<file path="config.mk">
export PLATFORM = sky130hd
export DESIGN_NAME = multicycle_control
export DESIGN_NICKNAME = d
export VERILOG_FILES = /design/src/rtl/multicycle_control.sv
export SDC_FILE = /design/constraint.sdc
export NUM_CORES = 1
export LEC_CHECK = 0
export ABC_AREA = 1
export CORE_AREA = 2 2 91 85
export CTS_CLUSTER_DIAMETER = 120
export DETAILED_ROUTE_END_ITERATION = 16
export DIE_AREA = 0 0 93 87
export HOLD_SLACK_MARGIN = 0.15
export PLACE_DENSITY_LB_ADDON = 0.12
export SLEW_MARGIN = 20
export SYNTH_ARGS = -nofsm -noshare
export SYNTH_HDL_FRONTEND = slang
export SYNTH_SLANG_ARGS = --single-unit
</file>
<file path="constraint.sdc">
create_clock -name clk -period 1.84 [get_ports clk]
set_input_delay 0.46 -clock clk [delete_from_list [all_inputs] [get_ports clk]]
set_output_delay 0.46 -clock clk [all_outputs]
set_load 0.01 [all_outputs]
</file>
<file path="src/rtl/multicycle_control.sv">
// multicycle_control: Moore FSM sequencing a multicycle datapath through fetch, decode, memory, ALU and branch steps
//   clk, rst_n         clock, asynchronous active-low reset
//   opcode             instruction bits [6:0]
//   mem_ready          memory handshake, access completes when 1
//   pc_write .. alu_op datapath control strobes and selects
//   trap               sticky illegal-opcode / memory-timeout flag
//   instr_count        retired-instruction counter, wraps
module multicycle_control #(
    parameter int WAIT_LIMIT = 15,
    parameter int CNT_W      = 32
) (
    input  logic             clk,
    input  logic             rst_n,
    input  logic [6:0]       opcode,
    input  logic             mem_ready,
    output logic             pc_write,
    output logic             pc_write_cond,
    output logic             ir_write,
    output logic             mem_read,
    output logic             mem_write,
    output logic             i_or_d,
    output logic             reg_write,
    output logic             mem_to_reg,
    output logic             alu_src_a,
    output logic [1:0]       alu_src_b,
    output logic [1:0]       alu_op,
    output logic             trap,
    output logic [CNT_W-1:0] instr_count
);
    localparam int WW = $clog2(WAIT_LIMIT + 2);

    typedef enum logic [3:0] {
        FETCH, DECODE, MEMADR, MEMRD, MEMWB, MEMWR,
        EXEC_R, EXEC_I, ALUWB, BRANCH, TRAP
    } state_t;

    state_t        state, nxt;
    logic [WW-1:0] wcnt, wcnt_nxt;
    logic          waiting, timeout, retire;

    assign waiting = state inside {FETCH, MEMRD, MEMWR};
    assign timeout = waiting && !mem_ready && wcnt == WW'(WAIT_LIMIT);
    assign retire  = nxt == FETCH && state inside {MEMWR, MEMWB, ALUWB, BRANCH};

    always_comb begin
        nxt = state;
        case (state)
            FETCH:   nxt = mem_ready ? DECODE : FETCH;
            DECODE:
                case (opcode)
                    7'b0000011, 7'b0100011: nxt = MEMADR;
                    7'b0110011:             nxt = EXEC_R;
                    7'b0010011:             nxt = EXEC_I;
                    7'b1100011:             nxt = BRANCH;
                    default:                nxt = TRAP;
                endcase
            MEMADR:  nxt = opcode == 7'b0100011 ? MEMWR : MEMRD;
            MEMRD:   nxt = mem_ready ? MEMWB : MEMRD;
            MEMWR:   nxt = mem_ready ? FETCH : MEMWR;
            MEMWB, ALUWB, BRANCH: nxt = FETCH;
            EXEC_R, EXEC_I:       nxt = ALUWB;
            default: nxt = TRAP;
        endcase
        if (timeout) nxt = TRAP;
        // staying put in a wait state implies mem_ready=0; any move restarts the count
        wcnt_nxt = (waiting && nxt == state) ? wcnt + 1'b1 : '0;
    end

    // outputs are forced low while reset is held so an aborted access emits nothing
    always_comb begin
        pc_write      = 1'b0;
        pc_write_cond = 1'b0;
        ir_write      = 1'b0;
        mem_read      = 1'b0;
        mem_write     = 1'b0;
        i_or_d        = 1'b0;
        reg_write     = 1'b0;
        mem_to_reg    = 1'b0;
        alu_src_a     = 1'b0;
        alu_src_b     = 2'b00;
        alu_op        = 2'b00;
        trap          = 1'b0;
        if (rst_n)
            case (state)
                FETCH: begin
                    mem_read  = 1'b1;
                    alu_src_b = 2'b01;
                    ir_write  = mem_ready;
                    pc_write  = mem_ready;
                end
                DECODE: alu_src_b = 2'b10;
                MEMADR: begin
                    alu_src_a = 1'b1;
                    alu_src_b = 2'b10;
                end
                MEMRD: begin
                    mem_read = 1'b1;
                    i_or_d   = 1'b1;
                end
                MEMWR: begin
                    mem_write = 1'b1;
                    i_or_d    = 1'b1;
                end
                MEMWB: begin
                    reg_write  = 1'b1;
                    mem_to_reg = 1'b1;
                end
                EXEC_R: begin
                    alu_src_a = 1'b1;
                    alu_op    = 2'b10;
                end
                EXEC_I: begin
                    alu_src_a = 1'b1;
                    alu_src_b = 2'b10;
                    alu_op    = 2'b10;
                end
                ALUWB:  reg_write = 1'b1;
                BRANCH: begin
                    alu_src_a     = 1'b1;
                    alu_op        = 2'b01;
                    pc_write_cond = 1'b1;
                end
                default: trap = 1'b1;
            endcase
    end

    always_ff @(posedge clk or negedge rst_n) begin
        if (!rst_n) begin
            state       <= FETCH;
            wcnt        <= '0;
            instr_count <= '0;
        end else begin
            state <= nxt;
            wcnt  <= wcnt_nxt;
            if (retire) instr_count <= instr_count + 1'b1;
        end
    end
endmodule
</file>
==> flow_results.xml <==
<?xml version="1.0" encoding="UTF-8"?>
<metrics>
  <group name="cells_and_area">
    <metric name="synthToLayoutAreaGrowth" unit="%">58.7</metric>
    <metric name="finalCoreUtilization" unit="%">61.3</metric>
    <metric name="final_nets" unit="">548</metric>
    <metric name="fillers" unit="">686</metric>
    <metric name="final_layout_size_suffix_gt1_share" unit="%">35.1</metric>
    <metric name="multi_input_comb_area" unit="sq um">1800</metric>
    <metric name="num_antenna_cells" unit="">0</metric>
    <metric name="instances_no_fill" unit="">631</metric>
    <metric name="ff_latch_area" unit="sq um">1030</metric>
  </group>
  <group name="min_path">
    <metric name="worst_hold_path_type" unit="">input pin to asynchronous set/reset pin</metric>
  </group>
  <group name="synth">
    <metric name="synth_edf_count" unit="">0</metric>
    <metric name="yosys_warnings" unit="">0</metric>
    <metric name="synth.avg_cell_area" unit="sq um">6.72</metric>
    <metric name="synth.net_count" unit="">427</metric>
    <metric name="yosys_register_bits" unit="">41</metric>
    <metric name="synthDistinctLibCells" unit="">32</metric>
    <metric name="netlist_instances" unit="">414</metric>
    <metric name="synthDominantCellAreaShare" unit="%">36.9</metric>
    <metric name="synthMostInstantiatedCell" unit="">sky130_fd_sc_hd__nand2_1</metric>
    <metric name="async_flop_share" unit="%">100</metric>
    <metric name="yosys-top-cells-area" unit="">sky130_fd_sc_hd__dfrtp_1, sky130_fd_sc_hd__nand2_1, sky130_fd_sc_hd__inv_1, sky130_fd_sc_hd__nor2_1, sky130_fd_sc_hd__nand3_1</metric>
    <metric name="post-synth-top-area-cell" unit="">sky130_fd_sc_hd__dfrtp_1</metric>
    <metric name="postSynth.topFlopCell" unit="">sky130_fd_sc_hd__dfrtp_1</metric>
    <metric name="synthTopCellsByCount" unit="">sky130_fd_sc_hd__nand2_1, sky130_fd_sc_hd__inv_1, sky130_fd_sc_hd__nor2_1, sky130_fd_sc_hd__dfrtp_1, sky130_fd_sc_hd__nand3_1</metric>
    <metric name="ys_seq_area_share" unit="%">36.9</metric>
    <metric name="syn-cell-area" unit="sq um">2780</metric>
  </group>
  <group name="global_route">
    <metric name="grt_start_max_net_pins" unit="">42</metric>
    <metric name="grt_pass1_wl" unit="um">13200</metric>
    <metric name="antenna_found_initial" unit="">0</metric>
    <metric name="globalRouteOverflowTotal" unit="">0</metric>
    <metric name="globalRouteTotalUtil" unit="%">20.2</metric>
    <metric name="first_global_vias" unit="">2811</metric>
  </group>
  <group name="clock_network">
    <metric name="clkLatencyLatePin" unit="ns">0.30</metric>
    <metric name="clk_pin_slew" unit="ns">0.08</metric>
    <metric name="cts-root-to-sink-buffers" unit="">2</metric>
    <metric name="cts_tree" unit="">yes</metric>
    <metric name="tritoncts.num_buffers" unit="">5</metric>
    <metric name="clkSinkCount" unit="">41</metric>
    <metric name="deepest_level_of_the_cts_h_tree" unit="">2</metric>
    <metric name="post_cts_hold_buffer_count" unit="">0</metric>
    <metric name="cts-root-buf" unit="">sky130_fd_sc_hd__clkbuf_8</metric>
  </group>
  <group name="status">
    <metric name="violated_checks" unit="">setup timing</metric>
    <metric name="status" unit="">complete, but fails checks</metric>
  </group>
  <group name="worst_setup_path">
    <metric name="crit_path_max_cell_delay" unit="ns">0.44</metric>
    <metric name="crit_fanout" unit="">7</metric>
    <metric name="path_buf_inv" unit="">5</metric>
    <metric name="critical_path.endpoint_type" unit="">register</metric>
    <metric name="critPathTopFamily" unit="">simple AND/OR/NAND/NOR gates</metric>
    <metric name="cp.arrival" unit="ns">2.11</metric>
    <metric name="critPathKind" unit="">register to register</metric>
    <metric name="critPathSlowestCell" unit="">sky130_fd_sc_hd__dfrtp_2</metric>
    <metric name="path_depth" unit="">15</metric>
    <metric name="cells_along_the_critical_path" unit="">buf_4, nand2_2, inv_2, nand2_4, buf_6, nand3_4, nand2_8, nand2_4, nor2_4, nand2_8, inv_8, buf_12, nand2_2, nand2_1, nand2_1</metric>
    <metric name="worst-endpoint-required" unit="ns">2.03</metric>
    <metric name="r2r_cells" unit="">15</metric>
    <metric name="worstSetupStartpointType" unit="">register</metric>
  </group>
  <group name="flow_run">
    <metric name="max_cap_viol_count" unit="">0</metric>
  </group>
  <group name="sta">
    <metric name="finClkSkew" unit="ns">0.0121</metric>
    <metric name="max_slew_margin" unit="%">63.6</metric>
    <metric name="grt_setup_unrepaired" unit="">true</metric>
    <metric name="post-route-worst-setup-slack" unit="ns">-0.0739</metric>
    <metric name="setup_viol" unit="">43</metric>
    <metric name="timing_worst_slew_pin_value" unit="ns">0.546</metric>
    <metric name="post-route-min-period" unit="ns">1.91</metric>
    <metric name="timing_max_transition_violations_final" unit="">0</metric>
    <metric name="achievable-frequency" unit="MHz">522</metric>
    <metric name="layout_worst_path_cycle_share" unit="%">104</metric>
    <metric name="accumulated_negative_setup_slack" unit="ns">-1.64</metric>
    <metric name="finalHoldViolCount" unit="">0</metric>
  </group>
  <group name="routing">
    <metric name="dr.first_iter.drc_count" unit="">132</metric>
    <metric name="avgRoutedWirePerCell" unit="um">13.2</metric>
    <metric name="detailedRoute.firstPassIterationCount" unit="">4</metric>
    <metric name="vias" unit="">3043</metric>
    <metric name="drt.antenna.violating_nets" unit="">0</metric>
    <metric name="via_per_inst" unit="">4.82</metric>
    <metric name="totalWireLength" unit="um">8330</metric>
    <metric name="drcViolationCount" unit="">0</metric>
  </group>
  <group name="pwr">
    <metric name="peak_vdd_ir" unit="mV">0.532</metric>
    <metric name="cellPowerDensity" unit="nW/um^2">1050</metric>
    <metric name="power.static_leakage" unit="nW">2.16</metric>
  </group>
  <group name="die">
    <metric name="die_h" unit="um">87</metric>
    <metric name="fp.dieW" unit="um">93</metric>
    <metric name="floorplan.initialDensity" unit="%">38.6</metric>
    <metric name="dieArea" unit="sq um">8090</metric>
    <metric name="core_region_area" unit="sq um">7210</metric>
    <metric name="placement_rows" unit="">30</metric>
    <metric name="design.portCount" unit="">56</metric>
  </group>
  <group name="placement">
    <metric name="finalWeightedCongestion" unit="">0.860</metric>
    <metric name="placed_cells" unit="">598</metric>
    <metric name="hpwl_dp" unit="um">5670</metric>
    <metric name="numPortBuffers" unit="">55</metric>
  </group>
</metrics>
==> layout by cell type (no fill, tap or decap), types with 2 or more instances in the layout <==
master,Yosys,routed
sky130_fd_sc_hd__dfrtp_2,0,7
sky130_fd_sc_hd__nor2_2,2,13
sky130_fd_sc_hd__inv_2,4,10
sky130_fd_sc_hd__xor2_1,7,7
sky130_fd_sc_hd__nand2_2,1,20
sky130_fd_sc_hd__clkdlybuf4s50_1,0,34
sky130_fd_sc_hd__ha_2,0,2
sky130_fd_sc_hd__o21ai_1,20,11
sky130_fd_sc_hd__dlymetal6s2s_1,0,6
sky130_fd_sc_hd__nand2_8,0,2
sky130_fd_sc_hd__nor3_1,12,11
sky130_fd_sc_hd__dfrtp_1,41,34
sky130_fd_sc_hd__nor2_4,3,10
sky130_fd_sc_hd__nand2_1,138,113
sky130_fd_sc_hd__clkbuf_8,0,6
sky130_fd_sc_hd__o21ai_2,0,10
sky130_fd_sc_hd__nand3b_1,7,7
sky130_fd_sc_hd__inv_1,54,47
sky130_fd_sc_hd__a21oi_1,4,2
sky130_fd_sc_hd__nand3_1,28,22
sky130_fd_sc_hd__buf_12,0,4
sky130_fd_sc_hd__nor2_1,50,32
sky130_fd_sc_hd__xnor2_1,6,6
sky130_fd_sc_hd__buf_6,4,13
sky130_fd_sc_hd__nand2_4,3,7
sky130_fd_sc_hd__nand4_1,9,9
sky130_fd_sc_hd__nand3_4,0,3
sky130_fd_sc_hd__a21oi_2,1,2
sky130_fd_sc_hd__clkbuf_16,0,3
sky130_fd_sc_hd__nand3_2,1,4
sky130_fd_sc_hd__buf_2,2,14
sky130_fd_sc_hd__nor3_2,2,3
sky130_fd_sc_hd__buf_4,2,47
==> metrics by stage <==
| stage | cell area, sq um | worst slack [ns] | power, mW | hold WS (ns) |
|---|---|---|---|---|
| floorplan | 2780 | 0.0389 | 2.16 | 0.164 |
| finish | 4420 | -0.0739 | 4.62 | 0.360 |
| global placement | 3740 | -0.323 | 3.00 | 0.495 |
| detailed placement | 3740 | -0.341 | 3.03 | 0.515 |
| CTS | 3980 | -0.0867 | 3.94 | 0.383 |
| global route | 4420 | -0.156 | 4.90 | 0.406 |
==> worst reg2reg max path: cells and delay by family, from the launching register on <==
family                 cells  cell delay [ns]
buffers and inverters      5             0.54
DFF                        1             0.44
and+or+nand+nor           10             0.85
==> cells by family after synthesis <==
kind of cell | synth area share (%)
simple gates | 41.6
compound gates | 5.40
buf+inv | 10.7
xor+xnor | 4.09
fa+ha+maj | 1.35
flops | 36.9
==> layer usage <==
metal | global-route usage [%] | vias up | share of wire (%)
met5 | 0 | - | 0
met2 | 32.3 | 80 | 47
li1 | - | 1544 | -
met4 | 6.15 | 0 | 1.5
met1 | 28.6 | 1408 | 47
met3 | 2.77 | 11 | 4.5
==> state kept, by name (all words and copies together) (netlist names) <==
signal       count
state            4
instr_count     32
wcnt             5
==> layout make-up <==
| type | instances | share of cell area [%] |
|---|---|---|
| multi-input cells | 305 | 40.7 |
| repair buffers | 122 | 25.9 |
| well taps | 96 | 2.72 |
| inverters | 60 | 5.33 |
| clock buffers | 7 | 1.95 |
| flip-flops and latches | 41 | 23.4 |
==> power by group <==
| group | leakage (nW) | total [mW] | internal (mW) | switching (mW) |
|---|---|---|---|---|
| Clock | 0.0443 | 0.618 | 0.298 | 0.319 |
| Combinational | 1.57 | 2.87 | 1.41 | 1.46 |
| Sequential | 0.551 | 1.14 | 1.02 | 0.119 |
| Total | 2.16 | 4.62 | 2.72 | 1.90 |
==> path summary, 6_finish.rpt <==
| kind | from | end | slack, ns |
|---|---|---|---|
| max in group asynchronous | rst_n | instr_count[12]$_DFFE_PN0P_ | 1.07 |
| worst min register to register | instr_count[31]$_DFFE_PN0P_ | instr_count[31]$_DFFE_PN0P_ | 0.52 |
| min in group clk | instr_count[31]$_DFFE_PN0P_ | instr_count[31]$_DFFE_PN0P_ | 0.52 |
| worst min-delay path | rst_n | instr_count[14]$_DFFE_PN0P_ | 0.36 |
| worst max-delay path | state[0]$_DFF_PN0_ | instr_count[27]$_DFFE_PN0P_ | -0.07 |
| worst max register to register | state[0]$_DFF_PN0_ | instr_count[27]$_DFFE_PN0P_ | -0.07 |
==> repair_timing <==
item                                    4_1_cts  5_1_grt
hold endpoints to repair                      0        0
pin swaps                                    15       34
cloned                                        0        4
buffers inserted                             11       12
endpoints found under the setup margin       47       57
gates resized for setup                      95       88
(Power assumes the default switching activity.)
